`config.mk`:
```
export PLATFORM = sky130hd
export DESIGN_NAME = data_ram_arbiter
export DESIGN_NICKNAME = d
export VERILOG_FILES = /design/src/rtl/data_ram_arbiter_pkg.sv /design/src/rtl/data_ram_arbiter_starve_cnt.sv /design/src/rtl/data_ram_arbiter.sv
export SDC_FILE = /design/constraint.sdc
export NUM_CORES = 1
export LEC_CHECK = 0
export CAP_MARGIN = 20
export CORE_AREA = 2 2 124 126
export DETAILED_ROUTE_END_ITERATION = 10
export DIE_AREA = 0 0 126 128
export PLACE_DENSITY_LB_ADDON = 0.3
export SLEW_MARGIN = 10
export SYNTH_ARGS = -nofsm -noshare
export SYNTH_HDL_FRONTEND = slang
export SYNTH_HIERARCHICAL = 1
export SYNTH_SLANG_ARGS = --single-unit
```
`constraint.sdc`:
```
create_clock -name clk -period 3.3 [get_ports clk]
set_clock_uncertainty 0.15 [all_clocks]
set_input_delay 0.66 -clock clk [delete_from_list [all_inputs] [get_ports clk]]
set_output_delay 0.66 -clock clk [all_outputs]
set_load 0.05 [all_outputs]
```
`src/rtl/data_ram_arbiter_pkg.sv`:
```
// ---------------------------------------------------------------------------
// data_ram_arbiter_pkg
//   Shared definitions for the data_ram arbiter slice:
//     ADDR_BUS / DATA_BUS : global address / data bus widths
//     SEL_W               : byte-enable width of the data_ram port
//     CNT_W               : width of the starvation counter (STARVE_MAX <= 15)
//     ARB_M0 / ARB_M1     : master index encodings used for read steering
//     arb_state_e         : arbiter FSM state encodings
// ---------------------------------------------------------------------------
package data_ram_arbiter_pkg;

  localparam int ADDR_BUS = 32;
  localparam int DATA_BUS = 32;
  localparam int SEL_W    = 4;
  localparam int CNT_W    = 4;

  // Master index encodings; a single bit is enough for two masters.
  localparam logic ARB_M0 = 1'b0;
  localparam logic ARB_M1 = 1'b1;

  typedef enum logic {
    ARB_OPEN    = 1'b0,
    ARB_LOCK_M1 = 1'b1
  } arb_state_e;

endpackage

```
`src/rtl/data_ram_arbiter_starve_cnt.sv`:
```
// ---------------------------------------------------------------------------
// arb_starve_cnt
//   Saturating starvation counter for master 1.
//   Ports:
//     clk  in   system clock
//     rst  in   synchronous active-low reset (count -> 0)
//     inc  in   master 1 requested and was denied this cycle
//     clr  in   master 1 was granted or is not requesting (wins over inc)
//     hit  out  count has reached STARVE_MAX (forces a master-1 grant)
//     cnt  out  current count, exposed for observation
//   STARVE_MAX must lie in 1..15 so that it fits the CNT_W-bit count.
// ---------------------------------------------------------------------------
module arb_starve_cnt
  import data_ram_arbiter_pkg::*;
#(
  parameter int STARVE_MAX = 4
) (
  input  logic             clk,
  input  logic             rst,
  input  logic             inc,
  input  logic             clr,
  output logic             hit,
  output logic [CNT_W-1:0] cnt
);

  localparam logic [CNT_W-1:0] MAX_C = CNT_W'(STARVE_MAX);

  logic [CNT_W-1:0] cnt_q;
  logic [CNT_W-1:0] cnt_d;

  always_comb begin
    cnt_d = cnt_q;
    if (clr) begin
      cnt_d = '0;
    end else if (inc && (cnt_q != MAX_C)) begin
      // Saturate at MAX_C: once there, master 1 wins the next contended cycle.
      cnt_d = cnt_q + CNT_W'(1);
    end
  end

  always_ff @(posedge clk) begin
    if (!rst) begin
      cnt_q <= '0;
    end else begin
      cnt_q <= cnt_d;
    end
  end

  assign hit = (cnt_q == MAX_C);
  assign cnt = cnt_q;

endmodule

```
`src/rtl/data_ram_arbiter.sv`:
```
// ---------------------------------------------------------------------------
// data_ram_arbiter
//   Shares the single-port data_ram between the CPU load/store port (master 0)
//   and a secondary bus master such as DMA / debug loader (master 1).
//   Fixed priority to master 0, with a starvation counter guaranteeing master-1
//   progress, and a burst lock that lets master 1 keep the RAM across accesses.
//
//   Handshake: a master raises req with we/sel/addr/wdata stable and holds them
//   until it sees gnt in the same cycle; req & gnt in a cycle means the access
//   is accepted at the following rising edge. Writes complete at that edge.
//   Reads return exactly one cycle later as an rvalid pulse with rdata on the
//   issuing master only; there is no back-pressure on the read return.
//
//   Ports:
//     clk, rst                       clock, synchronous active-low reset
//     m0_* / m1_*  req,we,sel,addr,wdata   master request fields
//     m1_lock                        keep the RAM for master 1 after this access
//     m0_gnt, m1_gnt                 combinational grants
//     m0_rvalid, m1_rvalid           read data valid (registered)
//     m0_rdata, m1_rdata             read data, 0 unless that master's rvalid
//     ram_en, ram_write_en, ram_write_sel, ram_addr, ram_write_data  to data_ram
//     ram_read_data                  from data_ram, one cycle after a read
//     dbg_state, dbg_starve_cnt      arbiter state and starvation count
// ---------------------------------------------------------------------------
module data_ram_arbiter
  import data_ram_arbiter_pkg::*;
#(
  parameter int ADDR_W     = ADDR_BUS,
  parameter int DATA_W     = DATA_BUS,
  parameter int STARVE_MAX = 4
) (
  input  logic              clk,
  input  logic              rst,
  // master 0: CPU load/store port
  input  logic              m0_req,
  input  logic              m0_we,
  input  logic [SEL_W-1:0]  m0_sel,
  input  logic [ADDR_W-1:0] m0_addr,
  input  logic [DATA_W-1:0] m0_wdata,
  output logic              m0_gnt,
  output logic              m0_rvalid,
  output logic [DATA_W-1:0] m0_rdata,
  // master 1: secondary bus master
  input  logic              m1_req,
  input  logic              m1_we,
  input  logic [SEL_W-1:0]  m1_sel,
  input  logic [ADDR_W-1:0] m1_addr,
  input  logic [DATA_W-1:0] m1_wdata,
  input  logic              m1_lock,
  output logic              m1_gnt,
  output logic              m1_rvalid,
  output logic [DATA_W-1:0] m1_rdata,
  // data_ram port
  output logic              ram_en,
  output logic              ram_write_en,
  output logic [SEL_W-1:0]  ram_write_sel,
  output logic [ADDR_W-1:0] ram_addr,
  output logic [DATA_W-1:0] ram_write_data,
  input  logic [DATA_W-1:0] ram_read_data,
  // observation
  output arb_state_e        dbg_state,
  output logic [CNT_W-1:0]  dbg_starve_cnt
);

  arb_state_e state_q;
  arb_state_e state_d;

  // Read-return tracking: one pending read at most, tagged with its owner.
  logic rd_pend_q;
  logic rd_pend_d;
  logic rd_owner_q;
  logic rd_owner_d;

  logic starve_hit;
  logic starve_inc;
  logic starve_clr;

  // -------------------------------------------------------------------------
  // Starvation counter
  // -------------------------------------------------------------------------
  assign starve_inc = m1_req & ~m1_gnt;
  assign starve_clr = ~m1_req | m1_gnt;

  arb_starve_cnt #(
    .STARVE_MAX (STARVE_MAX)
  ) u_starve_cnt (
    .clk (clk),
    .rst (rst),
    .inc (starve_inc),
    .clr (starve_clr),
    .hit (starve_hit),
    .cnt (dbg_starve_cnt)
  );

  // -------------------------------------------------------------------------
  // Grant logic (combinational, zero-latency)
  // -------------------------------------------------------------------------
  always_comb begin
    m0_gnt = 1'b0;
    m1_gnt = 1'b0;
    // No grants at all while reset is held, so nothing reaches the RAM.
    if (rst) begin
      unique case (state_q)
        ARB_OPEN: begin
          if (m0_req && m1_req) begin
            // Master 0 wins contention unless master 1 has been starved long enough.
            if (starve_hit) begin
              m1_gnt = 1'b1;
            end else begin
              m0_gnt = 1'b1;
            end
          end else begin
            m0_gnt = m0_req;
            m1_gnt = m1_req;
          end
        end
        ARB_LOCK_M1: begin
          m1_gnt = m1_req;
        end
        default: begin
          m0_gnt = 1'b0;
          m1_gnt = 1'b0;
        end
      endcase
    end
  end

  // -------------------------------------------------------------------------
  // Next-state and read-return tracking
  // -------------------------------------------------------------------------
  always_comb begin
    state_d = state_q;
    unique case (state_q)
      ARB_OPEN: begin
        if (m1_gnt && m1_lock) begin
          state_d = ARB_LOCK_M1;
        end
      end
      ARB_LOCK_M1: begin
        // Leave on an unlocked final access, or as soon as master 1 lets go of req.
        if (!m1_req || !m1_lock) begin
          state_d = ARB_OPEN;
        end
      end
      default: begin
        state_d = ARB_OPEN;
      end
    endcase
  end

  always_comb begin
    rd_pend_d  = 1'b0;
    rd_owner_d = rd_owner_q;
    if (m0_gnt && !m0_we) begin
      rd_pend_d  = 1'b1;
      rd_owner_d = ARB_M0;
    end else if (m1_gnt && !m1_we) begin
      rd_pend_d  = 1'b1;
      rd_owner_d = ARB_M1;
    end
  end

  always_ff @(posedge clk) begin
    if (!rst) begin
      state_q    <= ARB_OPEN;
      rd_pend_q  <= 1'b0;
      rd_owner_q <= ARB_M0;
    end else begin
      state_q    <= state_d;
      rd_pend_q  <= rd_pend_d;
      rd_owner_q <= rd_owner_d;
    end
  end

  // -------------------------------------------------------------------------
  // Read return steering
  // -------------------------------------------------------------------------
  // A read accepted just before reset is asserted must not surface while
  // reset is held, so the registered pending flag is qualified by rst.
  assign m0_rvalid = rst & rd_pend_q & (rd_owner_q == ARB_M0);
  assign m1_rvalid = rst & rd_pend_q & (rd_owner_q == ARB_M1);
  assign m0_rdata  = m0_rvalid ? ram_read_data : '0;
  assign m1_rdata  = m1_rvalid ? ram_read_data : '0;

  // -------------------------------------------------------------------------
  // RAM port mux
  // -------------------------------------------------------------------------
  always_comb begin
    ram_en         = 1'b0;
    ram_write_en   = 1'b0;
    ram_write_sel  = '0;
    ram_addr       = '0;
    ram_write_data = '0;
    if (m0_gnt) begin
      ram_en         = 1'b1;
      ram_write_en   = m0_we;
      ram_write_sel  = m0_sel;
      ram_addr       = m0_addr;
      ram_write_data = m0_wdata;
    end else if (m1_gnt) begin
      ram_en         = 1'b1;
      ram_write_en   = m1_we;
      ram_write_sel  = m1_sel;
      ram_addr       = m1_addr;
      ram_write_data = m1_wdata;
    end
  end

  assign dbg_state = state_q;

endmodule

```
==> Word-level counts from Yosys, hierarchy flattened <==
Index checks and enable logic that the tools add are counted.
{ "word_totals": {"reg_bits": 7, "output_inout_bits": 143, "wordCells": 54} }
{ "op_classes": {"add_sub_neg": 1, "n_eq_ne": 2, "n_mux": 25, "bitwise": 10, "n_reduce_logical": 12} }
{ "ops": {"columns": ["operator", "n"], "rows": [
  ["$mux W32", 6],
  ["$mux W1", 15],
  ["$mux W4", 2],
  ["$logic_and A1 B1 Y1", 5],
  ["$not A1 Y1", 5],
  ["$add A4 B1 Y4 const B", 1],
  ["$and A1 B1 Y1", 4],
  ["$eq A4 B3 Y1 const B", 1],
  ["$logic_not A1 Y1", 4],
  ["$ne A4 B3 Y1 const B", 1],
  ["$pmux W1 S2", 2],
  ["$reduce_or A2 Y1", 2],
  ["$logic_or A1 B1 Y1", 1],
  ["$or A1 B1 Y1", 1]
]} }

==> Depth between registers and ports, before layout <==
{ "depth": {"depth_word": 8, "mapped_depth": 9, "ltp_nobuf": 9} }

==> Hierarchy <==
The synthesis kept the hierarchy.
{ "by_module_without_submodules": {"columns": ["module", "instances", "cells_each", "area_each_um2"], "rows": [
  ["data_ram_arbiter", 1, 173, 1315.0],
  ["arb_starve_cnt", 1, 26, 203.9]
]} }

==> Worst setup path after synthesis <==
No wires, ideal clock.
{ "synth_timing": {"path_type": "register to output", "startpoint": "register u_starve_cnt.cnt_q[0], in the netlist u_starve_cnt/cnt[0]", "endpoint": "output ram_addr[26]", "arrival_time_ps": 2444, "slack_ps": 46, "path_stages_with_launch": 8, "path_buffers": 1, "cell_sequence": "dfxtp_1 > inv_1 > ha_1 > nand3b_1 > inv_1 > a211oi_4 > buf_6 > a22o_1"} }
{ "synth_rtl": {"columns": ["element", "line_no", "text"], "rows": [
  ["start, declared", "data_ram_arbiter_starve_cnt.sv:28", "logic [CNT_W-1:0] cnt_q;"],
  ["start signal, assigned", "data_ram_arbiter_starve_cnt.sv:45", "cnt_q <= cnt_d;"],
  ["$eq A4 B3 Y1", "data_ram_arbiter_starve_cnt.sv:49", "assign hit = (cnt_q == MAX_C);"],
  ["via starve_hit", "data_ram_arbiter.sv:74", "logic starve_hit;"],
  ["$mux W1", "data_ram_arbiter.sv:107", "if (starve_hit) begin"],
  ["$mux W1", "data_ram_arbiter.sv:105", "if (m0_req && m1_req) begin"],
  ["$mux W1", "data_ram_arbiter.sv:103", "unique case (state_q)"],
  ["$mux W1", "data_ram_arbiter.sv:102", "if (rst) begin"],
  ["via m0_gnt", "data_ram_arbiter.sv:40", "output logic m0_gnt,"],
  ["$mux W32", "data_ram_arbiter.sv:194", "if (m0_gnt) begin"],
  ["end, declared", "data_ram_arbiter.sv:57", "output logic [ADDR_W-1:0] ram_addr,"]
]} }
The timed path passes the listed nets, and every way through them passes these cells.

==> Worst setup path after layout <==
{ "layout_timing": {"startpoint": "register u_starve_cnt.cnt_q[0], in the netlist u_starve_cnt/cnt[0]", "endpoint": "output ram_addr[18]"} }
{ "layout_via": {"elab_chain_cells": 7} }
{ "layout_rtl": {"columns": ["element", "line_no", "text"], "rows": [
  ["$eq A4 B3 Y1 *", "data_ram_arbiter_starve_cnt.sv:49", null],
  ["via starve_hit", "data_ram_arbiter.sv:74", null],
  ["$mux W1", "data_ram_arbiter.sv:107", null],
  ["$mux W1", "data_ram_arbiter.sv:105", null],
  ["$pmux W1 S2", "data_ram_arbiter.sv:103", null],
  ["$mux W1", "data_ram_arbiter.sv:102", null],
  ["$mux W32", "data_ram_arbiter.sv:200", "end else if (m1_gnt) begin"],
  ["$mux W32 *", "data_ram_arbiter.sv:194", null]
]} }
The timed path passes the listed nets; every way through them passes the cells marked *.

==> flow_metrics.py <==
metrics = {
    "critical_path": {
        "r2r_slack_ns": 0.88,
        "worst_ep_required_time_ns": 2.49,
        "crit_path_start_kind": "register",
        "crit_path_end_kind": "primary output",
        "critPathKind": "register to primary output",
        "cp_max_fo": 42,
        "crit_arrival_ns": 2.28,
    },
    "global_routing": {
        "grt_usage_pct": 12.6,
        "first_global_vias": 2832,
        "antenna_found_initial": 0,
        "grt_pass1_wl_um": 15900,
        "grt_max_degree": 72,
        "grt-ovfl-total": 0,
    },
    "yosys": {
        "syn_area_um2": 1520,
        "synth_edf_count": 0,
        "synth_seq_cells": 7,
        "ys.warnings.count": 6,
        "synth_fp_nets": 376,
        "synth_most_common_cell": "a22o_1",
        "synthArstFlopShare_pct": 0,
        "netlist.area_leader.share_pct": 39.8,
        "ys_seq_area_share_pct": 9.23,
        "synthFlopType": "dfxtp_1",
        "synth_area_leaders": "a22o_1 (40%), and2_1 (27%), dfxtp_1 (9.2%)",
        "syn_inst": 199,
        "ys_top_cells_by_count": "a22o_1 (69), and2_1 (66), clkbuf_1 (11)",
        "synth_top_area_cell": "a22o_1",
        "ys_types": 26,
        "avgSynthCellArea_um2": 7.63,
    },
    "clock_tree": {
        "cts.htree.levels": 1,
        "cts_hold_buf": 0,
        "clk_pin_slew_ns": 0.04,
        "cts.sinks": 7,
        "cts_tree": "done",
        "numCtsBuffers": 3,
        "clock_latency_ns": 0.23,
        "cts_max_path_buffers": 2,
        "cts_resized": 0,
        "clockRootBuffer": "clkbuf_16",
        "cts_setup_buffers": 0,
    },
    "layout": {
        "postLayoutCellArea_um2": 6360,
        "fill_cells": 1401,
        "antenna_cells": 0,
        "nets": 684,
        "drive_above_1_share_pct": 30.0,
        "final_cell_count_no_fill": 694,
        "syn2layout_area_growth_pct": 319,
    },
    "drt": {
        "drt_iter0_markers": 85,
        "drc": 0,
        "routedWlPerCell_um": 16.6,
        "dr.pass1.iters": 4,
        "finalWirelength_um": 11500,
        "via_per_inst": 4.11,
        "ant_nets": 0,
        "vias": 2853,
    },
    "placed_design": {
        "place_area_um2": 6290,
        "pre_cts_slack_ns": 0.202,
        "portBuffers": 317,
        "dp.cells": 690,
        "gp_congestion": 0.834,
    },
    "power": {
        "ir_drop_mv": 0.150,
        "p_total_mw": 1.21,
        "power_density_nw_per_um2": 190,
        "p_leak_nw": 2.54,
    },
    "die": {
        "die_w_um": 126,
        "die_h_um": 128,
        "design.core.area_um2": 14900,
        "initial_utilization_pct": 10.2,
        "ios": 318,
        "dieArea_um2": 16100,
        "fp-row-count": 45,
    },
    "worst_hold_path": {
        "hold_class": "register to register",
    },
    "sta": {
        "rsz0062_at_grt": "no",
        "worst_slack_ns": 0.210,
        "max_freq_ghz": 0.324,
        "period_share_pct": 93.6,
        "layout_min_cycle_time_ns": 3.09,
        "maxSlewHeadroom_pct": 65.8,
        "worst_pin_slew_ns": 0.512,
        "slew_violations": 0,
        "hold_viol": 0,
        "tns_ns": 0,
        "setup_viol": 0,
    },
    "flow_run": {
        "max-cap-violations": 0,
    },
    "outcome": {
        "status": "finished clean",
    },
}
-- kinds of logic (layout without fill, tap and decap cells) --
logic type	after synthesis	in the layout	share of synthesized area, %
adder cells (fa/ha/maj)	2	2	1.65
AO/OA/AOI/OAI	80	80	45.4
buffers and inverters	27	334	10.3
AND/OR/NAND/NOR	83	83	33.4
flip-flops	7	7	9.23
-- worst max-delay path, stage by stage, from the launching register on --
cell	delay, ns
dfxtp_1	0.39
inv_1	0.09
ha_1	0.22
nand3b_1	0.14
inv_1	0.17
a211oi_4	0.38
buf_12	0.25
a22o_1	0.24
buf_12	0.15
-- per-stage QoR --
| stage | hold slack, ns | util, % |
|---|---|---|
| 6_report | 0.339 | 42.8 |
| 2_1_floorplan | 0.307 | - |
| 3_3_place_gp | 0.323 | 42.3 |
| 5_1_grt | 0.364 | 42.8 |
| 4_1_cts | 0.344 | 42.8 |
| 3_5_place_dp | 0.334 | 42.3 |
-- layout by cell type, fill, tap and decap left out, drive strengths merged --
| cell | instances |
|---|---|
| or3 | 1 |
| nand2b | 3 |
| o22ai | 1 |
| buf | 144 |
| dfxtp | 7 |
| o2bb2ai | 1 |
| and2 | 66 |
| a22o | 69 |
| nor2 | 2 |
| o211ai | 1 |
| nand3b | 1 |
| o21ai | 2 |
| nand2 | 4 |
| clkbuf | 4 |
| ha | 2 |
| and3 | 1 |
| nand4 | 1 |
| nor3 | 1 |
| clkdlybuf4s50 | 179 |
| inv | 7 |
| a21oi | 4 |
| a211oi | 2 |
| nand3 | 3 |
-- layout make-up --
type	instances	area [um^2]	area share [%]
multi-input combinational	165	1220	19.2
tap	188	235	3.70
timing repair buffer	323	4660	73.2
clock buffer	4	78.8	1.24
sequential	7	140	2.20
inverter	7	26.3	0.413
-- registers in the layout, summed over array words and instances (netlist names) --
name / flops
dbg_state: 1
rd_owner_q: 1
rd_pend_q: 1
u_starve_cnt/cnt: 4
-- report_power, final --
group	leakage, nW	total, mW	switching, mW	internal (mW)
Combinational	2.44	0.909	0.416	0.492
Sequential	0.0569	0.0893	0.00177	0.0876
Clock	0.0382	0.211	0.0499	0.161
Total	2.54	1.21	0.468	0.741
-- layer usage --
metal	vias to the layer above	share of wire (%)	routed length [um]	global-route usage (%)
met5	-	0	0	0
met4	0	1.1	128	2.33
met3	8	8.9	1020	2.55
met2	206	54	6210	25.3
met1	1290	36	4180	13.7
li1	1349	-	-	-
-- path summary, 6_finish.rpt --
check | start | cells after the start | endpoint
worst max-delay path | u_starve_cnt/cnt[0]$_SDFFE_PP0P_ | 8 | ram_addr[18]
worst min register to register | rd_owner_q$_SDFFE_PP0P_ | 2 | rd_owner_q$_SDFFE_PP0P_
worst min-delay path | rd_owner_q$_SDFFE_PP0P_ | 2 | rd_owner_q$_SDFFE_PP0P_
worst max register to register | u_starve_cnt/cnt[0]$_SDFFE_PP0P_ | 10 | u_starve_cnt/cnt[3]$_SDFFE_PP0P_
Note: power is estimated with default switching activity, not from simulation.
